## config.mk

```make
export PLATFORM = sky130hd
export DESIGN_NAME = seq_counter_ctrl
export DESIGN_NICKNAME = d
export VERILOG_FILES = /design/src/rtl/seq_counter_ctrl.sv
export SDC_FILE = /design/constraint.sdc
export NUM_CORES = 1
export LEC_CHECK = 0
export ABC_AREA = 1
export CAP_MARGIN = 20
export CORE_AREA = 2 2 39 41
export DETAILED_ROUTE_END_ITERATION = 8
export DIE_AREA = 0 0 41 43
export HOLD_SLACK_MARGIN = 0.15
export PLACE_DENSITY_LB_ADDON = 0.2
export SLEW_MARGIN = 0
export SYNTH_ARGS = -nofsm -noshare
export SYNTH_HDL_FRONTEND = slang
export SYNTH_SLANG_ARGS = --single-unit
```

## constraint.sdc

```tcl
create_clock -name CLK -period 1.34 [get_ports CLK]
set_input_delay 0.134 -clock CLK [delete_from_list [all_inputs] [get_ports CLK]]
set_output_delay 0.134 -clock CLK [all_outputs]
set_load 0.02 [all_outputs]
```

## src/rtl/seq_counter_ctrl.sv

```systemverilog
// -----------------------------------------------------------------------------
// seq_counter_ctrl
//   Sequence counter and run-control for the multi-cycle 16-bit RISC control
//   unit. It produces the 3-bit timing count and the enable for the 3-to-8
//   decoder that generates the timing strobes T0..T7. It also handles:
//     - start and halt,
//     - single-step mode,
//     - memory stall,
//     - end-of-instruction clear,
//     - runaway-count detection.
//
// Ports
//   CLK        in   system clock, rising-edge active
//   RST_N      in   synchronous reset, active-low
//   START      in   pulse, start execution from T0 (IDLE only)
//   HLT        in   halt request (acts only while running)
//   SC_CLR     in   end of instruction, counter returns to T0
//   STALL      in   memory not ready, hold the current timing state
//   STEP_MODE  in   level, stop after every completed instruction
//   STEP       in   pulse, run one instruction while STEP_MODE=1
//   A0,A1,A2   out  counter bits SC[0..2] to the decoder address inputs
//   EN         out  decoder enable (run flip-flop S)
//   INST_DONE  out  one-cycle pulse after an accepted SC_CLR
//   SEQ_ERR    out  sticky runaway-count flag
//   RUNNING    out  copy of S for the console
//
// All outputs are registers or direct copies of registers.
// -----------------------------------------------------------------------------
module seq_counter_ctrl #(
    parameter int SC_W  = 3,  // fixed by the 3-to-8 decoder
    parameter int MAX_T = 7   // last legal timing state
) (
    input  logic CLK,
    input  logic RST_N,
    input  logic START,
    input  logic HLT,
    input  logic SC_CLR,
    input  logic STALL,
    input  logic STEP_MODE,
    input  logic STEP,
    output logic A0,
    output logic A1,
    output logic A2,
    output logic EN,
    output logic INST_DONE,
    output logic SEQ_ERR,
    output logic RUNNING
);

    typedef enum logic [1:0] {
        IDLE     = 2'b00,
        RUN      = 2'b01,
        STEP_RUN = 2'b10
    } state_t;

    localparam logic [SC_W-1:0] SC_ZERO = {SC_W{1'b0}};
    localparam logic [SC_W-1:0] SC_ONE  = {{(SC_W-1){1'b0}}, 1'b1};
    localparam logic [SC_W-1:0] SC_LAST = MAX_T[SC_W-1:0];

    state_t          state_r, state_s;
    logic [SC_W-1:0] sc_r, sc_s;
    logic            run_r, run_s;
    logic            done_r, done_s;
    logic            err_r, err_s;

    // Next-state, counter and flag computation.
    always_comb begin
        state_s = state_r;
        sc_s    = sc_r;
        done_s  = 1'b0;
        err_s   = err_r;

        case (state_r)
            IDLE: begin
                // Counter is parked at T0 so the first strobe after a start is T0.
                sc_s = SC_ZERO;
                if (START == 1'b1) begin
                    if (STEP_MODE == 1'b1) begin
                        state_s = STEP_RUN;
                    end else begin
                        state_s = RUN;
                    end
                end else if ((STEP == 1'b1) && (STEP_MODE == 1'b1)) begin
                    state_s = STEP_RUN;
                end else begin
                    state_s = IDLE;
                end
            end

            RUN, STEP_RUN: begin
                if (HLT == 1'b1) begin
                    // Halt beats clear: no INST_DONE for a halted instruction.
                    state_s = IDLE;
                    sc_s    = SC_ZERO;
                end else if (SC_CLR == 1'b1) begin
                    sc_s   = SC_ZERO;
                    done_s = 1'b1;
                    // Stop after this instruction when single-stepping, or when
                    // step mode was switched on during a free run.
                    if ((state_r == STEP_RUN) || (STEP_MODE == 1'b1)) begin
                        state_s = IDLE;
                    end else begin
                        state_s = state_r;
                    end
                end else if (STALL == 1'b1) begin
                    sc_s = sc_r;
                end else if (sc_r == SC_LAST) begin
                    // Runaway: no clear by the last timing state. Wrap and flag.
                    sc_s  = SC_ZERO;
                    err_s = 1'b1;
                end else begin
                    sc_s = sc_r + SC_ONE;
                end
            end

            default: begin
                state_s = IDLE;
                sc_s    = SC_ZERO;
            end
        endcase

        run_s = (state_s != IDLE);
    end

    // State, counter and output registers with synchronous active-low reset.
    always_ff @(posedge CLK) begin
        if (RST_N == 1'b0) begin
            state_r <= IDLE;
            sc_r    <= SC_ZERO;
            run_r   <= 1'b0;
            done_r  <= 1'b0;
            err_r   <= 1'b0;
        end else begin
            state_r <= state_s;
            sc_r    <= sc_s;
            run_r   <= run_s;
            done_r  <= done_s;
            err_r   <= err_s;
        end
    end

    assign A0        = sc_r[0];
    assign A1        = sc_r[1];
    assign A2        = sc_r[2];
    assign EN        = run_r;
    assign RUNNING   = run_r;
    assign INST_DONE = done_r;
    assign SEQ_ERR   = err_r;

endmodule
```

==> results of run 1 <==
## registers in the layout (all words and copies together) (netlist names)
signal	cells
sc_r	3
state_r	2
EN	1
INST_DONE	1
SEQ_ERR	1
## cell usage after synthesis
master                     instances
sky130_fd_sc_hd__nor3_1            1
sky130_fd_sc_hd__o21ai_2           1
sky130_fd_sc_hd__a21oi_1           3
sky130_fd_sc_hd__nand2_1          15
sky130_fd_sc_hd__inv_1             5
sky130_fd_sc_hd__ha_1              5
sky130_fd_sc_hd__nand3b_1          1
sky130_fd_sc_hd__inv_2             3
sky130_fd_sc_hd__o21ai_1           2
sky130_fd_sc_hd__nor2_1            5
sky130_fd_sc_hd__nand3_1           1
sky130_fd_sc_hd__nor2_8            1
sky130_fd_sc_hd__dfxtp_1           8
sky130_fd_sc_hd__buf_4             1
sky130_fd_sc_hd__nand2_2           1
## layout make-up
class	count	area [um2]	area share, %
multi-input combinational	36	215	36.7
tap	16	20.0	3.41
inverter	8	30.0	5.12
clock buffer	3	22.5	3.84
sequential	8	160	27.3
timing repair buffer	14	139	23.7
## cell families after synthesis
logic type	Yosys count	synth area share, %
fa+ha+maj	5	15.2
simple gates	25	28.8
buf+inv	9	9.09
flops	8	38.8
compound gates	6	8.18
## worst min-delay path by stage
stage             from       to  slack, ps  cells after the start
2_1_floorplan    RST_N  SEQ_ERR        250                      2
3_3_place_gp   SEQ_ERR  SEQ_ERR        440                      2
3_5_place_dp   SEQ_ERR  SEQ_ERR        450                      2
4_1_cts        SEQ_ERR  SEQ_ERR        460                      2
5_1_grt        SEQ_ERR  SEQ_ERR        500                      2
6_report       SEQ_ERR  SEQ_ERR        450                      2
## report_power, final
| group | switching, mW | total [mW] | leakage [nW] | internal [mW] |
|---|---|---|---|---|
| clock network | 0.0785 | 0.181 | 0.0138 | 0.102 |
| logic | 0.0438 | 0.0895 | 0.227 | 0.0457 |
| registers | 0.00444 | 0.250 | 0.0650 | 0.246 |
## metal layers
metal	vias to the layer above	GRT usage [%]	share of wire, %
met1	148	11.7	49
met2	9	16.6	43
li1	200	-	-
met4	0	10.0	1.3
met5	-	0	0
met3	2	3.14	7.1
## metrics by stage
stage               setup slack [ps]  total power [mW]  area [um2]  util [%]
floorplan                        236             0.304         413         -
global placement                 163             0.345         566      40.9
detailed placement               171             0.346         566      40.9
CTS                             23.0             0.531         584      42.2
global route                    5.49             0.555         587      42.4
finish                          45.3             0.520         587      42.4
## worst reg2reg max path: cells and delay by family, from the launching register on
| kind | cells | cell delay, ps |
|---|---|---|
| adders and majority gates | 1 | 290 |
| and+or+nand+nor | 6 | 360 |
| buffers and inverters | 1 | 50 |
| DFF | 1 | 370 |
==> results.md, run 1 <==
Cells and area:
- Once layout is complete, the cells apart from fillers number 85.
- The count of fill cells added during filler insertion is 155.
- The layout cell share with drive strength beyond 1 is 13.0%.
- Relative to the synthesized area, the layout overhead comes to 42.1%.
- In the layout the commonest cells are 15 x sky130_fd_sc_hd__nand2_1, 10 x sky130_fd_sc_hd__clkdlybuf4s50_1, 8 x sky130_fd_sc_hd__dfxtp_1.
- The most common library cell in the layout ignoring fill and taps is sky130_fd_sc_hd__nand2_1.
- The diode insertion count for antenna repair is 0.
- The final net count is 84.

Die:
- The die footprint is 1760 um2.
- The width of the die is 41 um.
- The initial core utilization is 29.8%.
- The y dimension of the die is 43 um.
- The top-level I/O count is 15.
- After floorplanning, the core was divided into 14 placement rows.
- The total area inside the core boundary comes to 1380 um2.

Worst setup path:
- The worst setup path is captured at an output pin.
- The startpoint of the lowest-slack register-to-register path is state_r[1].
- The critical path starts at EN.
- The delay of the slowest cell on the worst path is 600 ps.
- The element type at the critical path start is a flip-flop.
- The cell with the biggest individual delay on the critical path is sky130_fd_sc_hd__clkdlybuf4s50_1.
- The number of buffers and inverters on the critical path is 1.
- The register-to-register path setup slack is 170 ps.
- Broken down by cell family, the worst path's largest delay share belongs to buffers and inverters.
- In this run the number of cells on the critical path is 1.
- The critical path goes through clkdlybuf4s50_1.
- The capture point of the critical path is RUNNING.
- The critical path is of the reg -> out type.
- The worst-case reg-to-reg path depth is 8.
- The signal arrival time at the worst endpoint is 1160 ps.
- In this run the critical register-to-register path is captured at EN.
- The required time of the critical path is 1210 ps.
- The maximum fanout along the worst path is 2.

STA:
- The clock arrives with 0.915 ps of skew.
- The worst hold slack is 449 ps.
- The smallest clock period supported by the final layout is computed as 1290 ps.
- Setup repair after global routing left no endpoint under its margin.
- The worst-margin pin slew is 220 ps.
- The maximum achievable frequency is 772 MHz.
- Adding up every negative setup slack in the final design gives 0 ps.
- The relative max-transition margin is 85.3%.
- Of the available clock period, the critical path in the final layout requires 96.6%.
- The max-slew violation total from the final report is 0.
- The count of endpoints failing hold in the final timing report is 0.
- The final setup violation count is 0.

Clock network:
- Once the clock tree was built, the resizer swapped 3 gates to a different size.
- The total number of H-tree levels is 1.
- The clock reaches the later pin of the worst-skew pair after 250 ps.
- For this design, the sink count on the clock tree is 8.
- Buffers added to address setup during post-CTS repair amount to 0.
- The total CTS buffers is 3.
- After clock tree synthesis, the clock-pin slew on the worst setup and hold paths is 50 ps.
- The clock passes through at most 2 buffers.
- TritonCTS built the clock tree.
- The hold buffer count at CTS is 0.
- The master cell of the clock root buffer is sky130_fd_sc_hd__clkbuf_4.

Placed design:
- The placed cell count is 82.
- In this run the tool buffered the top-level ports with 14 buffer cells.
- The final RePlAce weighted congestion is 0.638.
- The HPWL reported at the end of detailed placement is 598 um.

Route:
- The vias per cell is 4.22.
- The remaining design rule violation count is 0.
- The antenna violation net count after detailed routing is 0.
- The first detailed-routing pass ran for 2 iterations.
- After detailed routing, the average wire length per cell comes to 9.08 um.
- The routed design has 772 um of wire.
- In this run, the number of DRC markers left after iteration 0 of detailed routing was 5.
- The via count is 359.

Global route:
- Entering global routing, the biggest net connects 6 pins.
- The overall track demand over capacity in global routing is 11.1%.
- The number of antenna violations at the first check in global routing is 0.
- The first global-routing pass estimated 1270 um of wire.
- The total congestion overflow after global routing is 0.
- The via count of the first global-routing pass was 342.

Run:
- The number of maximum-capacitance constraint violations is 0.

Run status:
- The flow ran to the end, and the final reports show no timing, DRC or antenna violations.

Logic synthesis:
- The cell area that synthesis handed to floorplanning was 413 um2.
- The number of synthesized register bits is 8.
- In the synthesized netlist, the number of instances is 53.
- Synthesis instantiated 15 different standard cells from the library.
- The synthesized netlist net count is 66.
- The post-synthesis area per instance is 7.79 um2.
- The total number of yosys warnings is 0.
- Of the post-synthesis cell area, the dominant cell type holds 38.8%.
- In the post-synthesis netlist, the biggest area contributors are sky130_fd_sc_hd__dfxtp_1 39%, sky130_fd_sc_hd__ha_1 15%, sky130_fd_sc_hd__nand2_1 14%, sky130_fd_sc_hd__nor2_8 4.8%, sky130_fd_sc_hd__inv_1 4.5%.
- The most area-hungry cell type in the Yosys netlist is sky130_fd_sc_hd__dfxtp_1.
- For this run, the register share of the synthesized area comes to 38.8%.

Power and ir drop:
- The worst-case vdd ir drop is 0.288 mV.
- Dividing total power by cell area gives a power density of 887 nW/um2.
- The total leakage power is 0.306 nW.

Worst hold path:
- The min-delay analysis places its worst path in the category reg -> reg.
Power figures use the tool's default switching activity.
==> inputs of run 2 (changes only) <==
RECOVER_POWER = 50   (was not set)
==> results.md, run 2 (same netlist as run 1, synthesis figures left out) <==
Route:
- The routed wire length is 772 um (unchanged).
- The remaining design rule violation count is 0 (unchanged).
- The number of DRC markers after the initial detailed-route iteration is 4 (-1).
- The via count was 357 (-0.56%).
- The antenna violation net count after detailed routing is 0 (unchanged).
- The first-pass iteration count of the detailed router was 2 (unchanged).
- The vias per cell was 4.20 (-0.56%).
- The routed wirelength normalized by instance count is 9.08 um (unchanged).

STA:
- The final setup violation count is 0 (unchanged).
- The relative max-transition margin was 83.5% (-1.8 points).
- The post-layout worst setup margin came to 45.3 ps (unchanged).
- The worst-margin pin slew is 248 ps (+28.1 ps).
- The setup TNS is 0 ps (unchanged).
- The clock skew after layout came to 0.926 ps (+0.0113 ps).
- The maximum achievable frequency was 772 MHz (unchanged).
- The max-slew violation total from the final report was 0 (unchanged).
- Setup repair after global routing left no endpoint under its margin.
- The count of endpoints failing hold in the final timing report is 0 (unchanged).
- The final critical-path share of the clock period is 96.6% (unchanged).
- The minimum period implied by the final worst setup slack came to 1290 ps (unchanged).

Worst hold path:
- The hold path startpoint is SEQ_ERR.
- The path category of the worst min-delay check is reg -> reg.

Worst setup path:
- The capture point of the critical path is RUNNING.
- The critical path endpoint category is an output pin.
- The maximum fanout along the worst path was 2 (unchanged).
- The element type at the critical path start is a flip-flop.
- The startpoint of the lowest-slack register-to-register path is state_r[1].
- The signal arrival time at the worst endpoint is 1160 ps (about the same).
- The delay of the slowest cell on the worst path is 600 ps (about the same).
- The worst-case reg-to-reg path depth is 8 (unchanged).
- The cell with the biggest individual delay on the critical path is sky130_fd_sc_hd__clkdlybuf4s50_1.
- The worst register-to-register path ends at EN.
- The required time of the critical path is 1210 ps (about the same).
- The critical path goes through clkdlybuf4s50_1.
- The number of buffers and inverters on the critical path is 1 (unchanged).
- The cell family contributing the most delay on the critical path is buffers and inverters.
- The number of cells on the critical path was 1 (unchanged).
- The register-to-register path setup slack is 150 ps (-20 ps).
- In this run the worst setup path begins at EN.
- The critical path class is reg -> out.

Global route:
- The total congestion overflow after global routing is 0 (unchanged).
- The met1 capacity usage during global routing is 11.7% (unchanged).
- The largest net degree at the start of global routing came to 6 (unchanged).
- The met2 capacity usage during global routing is 16.6% (unchanged).
- The number of antenna violations at the first check in global routing is 0 (unchanged).
- The global-route wire length before repair is 1270 um (unchanged).
- The overall track demand over capacity in global routing is 11.1% (unchanged).
- The met3 track utilization from global routing came to 3.14% (unchanged).
- The via count of the first global-routing pass came to 342 (unchanged).
- The layer with the highest usage is met2.

Run:
- The number of maximum-capacitance constraint violations is 0 (unchanged).

Placed design:
- The HPWL reported at the end of detailed placement is 598 um (unchanged).
- The total of buffers placed on input and output ports was 14 (unchanged).
- The worst setup timing slack at the placement stage is 171 ps (unchanged).
- The instance area at placement came to 566 um2 (unchanged).
- The final RePlAce weighted congestion came to 0.638 (unchanged).

Die:
- The width of the die is 41 um (unchanged).
- The area of the core region is 1380 um2 (unchanged).
- The placement row count is 14 (unchanged).
- The initial core utilization came to 29.8% (unchanged).
- The die footprint is 1760 um2 (unchanged).
- The top-level I/O count is 15 (unchanged).
- The y dimension of the die was 43 um (unchanged).

Cells and area:
- The diode insertion count for antenna repair is 0 (unchanged).
- The number of flip-flops under the largest register name is 3 (unchanged).
- The area growth from synthesis to layout is 39.4%.
- The library cells used most frequently in the layout, excluding fill and tap cells, are 16 x sky130_fd_sc_hd__nand2_1, 10 x sky130_fd_sc_hd__clkdlybuf4s50_1, 8 x sky130_fd_sc_hd__dfxtp_1.
- The share of the core filled with cells in the final layout is 41.6% (-0.81 points).
- The final non-filler cell area is 576 um2 (-1.9%).
- In the final layout, the registers with the most flip-flops are sc_r (3), state_r (2).
- The final net count is 84 (unchanged).
- The layout cell share with drive strength beyond 1 is 11.6% (-1.4 points).
- The library cell used most frequently in the layout, excluding fill and tap cells, is sky130_fd_sc_hd__nand2_1.
- The register name with the most flops is sc_r.

Clock network:
- The total number of H-tree levels is 1 (unchanged).
- The post-CTS repair timing setup buffer count was 0 (unchanged).
- The total CTS buffers is 3 (unchanged).
- Clock tree synthesis selected as its root buffer the cell sky130_fd_sc_hd__clkbuf_4.
- The number of buffers on the longest clock path is 2 (unchanged).
- The post-cts repair resize count was 3 (unchanged).
- The clock network latency to the later pin of the worst-skew pair was 250 ps (about the same).
- The hold buffer count at CTS is 0 (unchanged).
- The CTS tree is built.
- The total clock sinks came to 8 (unchanged).
- The post-CTS clock slew at the launch and capture registers of the worst setup and hold paths is 50 ps (about the same).

Run status:
- The flow ran to the end, and the final reports show no timing, DRC or antenna violations.

Power and ir drop:
- The power per cell area was 901 nW/um2 (+1.6%).
- The total leakage power is 0.284 nW (-7.0%).
- The worst-case vdd ir drop came to 0.287 mV (about the same).
- The total power after layout is 0.519 mW (-0.32%).
[run 2: how the worst min path moves through the flow]
stage               cells after the start      end  slack, ps
finish                                  2  SEQ_ERR        450
global route                            2  SEQ_ERR        510
CTS                                     2  SEQ_ERR        460
detailed placement                      2  SEQ_ERR        450
global placement                        2  SEQ_ERR        440
floorplan                               2  SEQ_ERR        250
[run 2: metal layers]
metal	vias to the layer above	wire length, um
met5	-	0
met4	0	10
met3	2	55
met2	9	328
met1	146	377
li1	200	-
[run 2: through the flow]
stage | hold WS [ps] | std cells
after CTS | 457 | 85
after detailed placement | 450 | 82
after global routing | 506 | 85
final | 452 | 85
after floorplan | 253 | 53
after global placement | 439 | 82
[run 2: worst register-to-register path: cells and delay by family (launching register included)]
kind / cells / cell delay (ps)
buffers and inverters: 1 / 50
and+or+nand+nor: 6 / 390
adders and majority gates: 1 / 280
DFF: 1 / 370
[run 2: power breakdown]
group	switching (mW)	leakage (nW)	internal [mW]
logic	0.0429	0.206	0.0450
clock network	0.0785	0.0138	0.102
registers	0.00444	0.0650	0.246
[run 2: final cells by class]
| cell class | count | area [um2] |
|---|---|---|
| multi-input cells | 36 | 213 |
| inverters | 8 | 30.0 |
| fillers | 156 | 808 |
| well taps | 16 | 20.0 |
| clock buffers | 3 | 22.5 |
| flip-flops and latches | 8 | 160 |
| repair buffers | 14 | 130 |
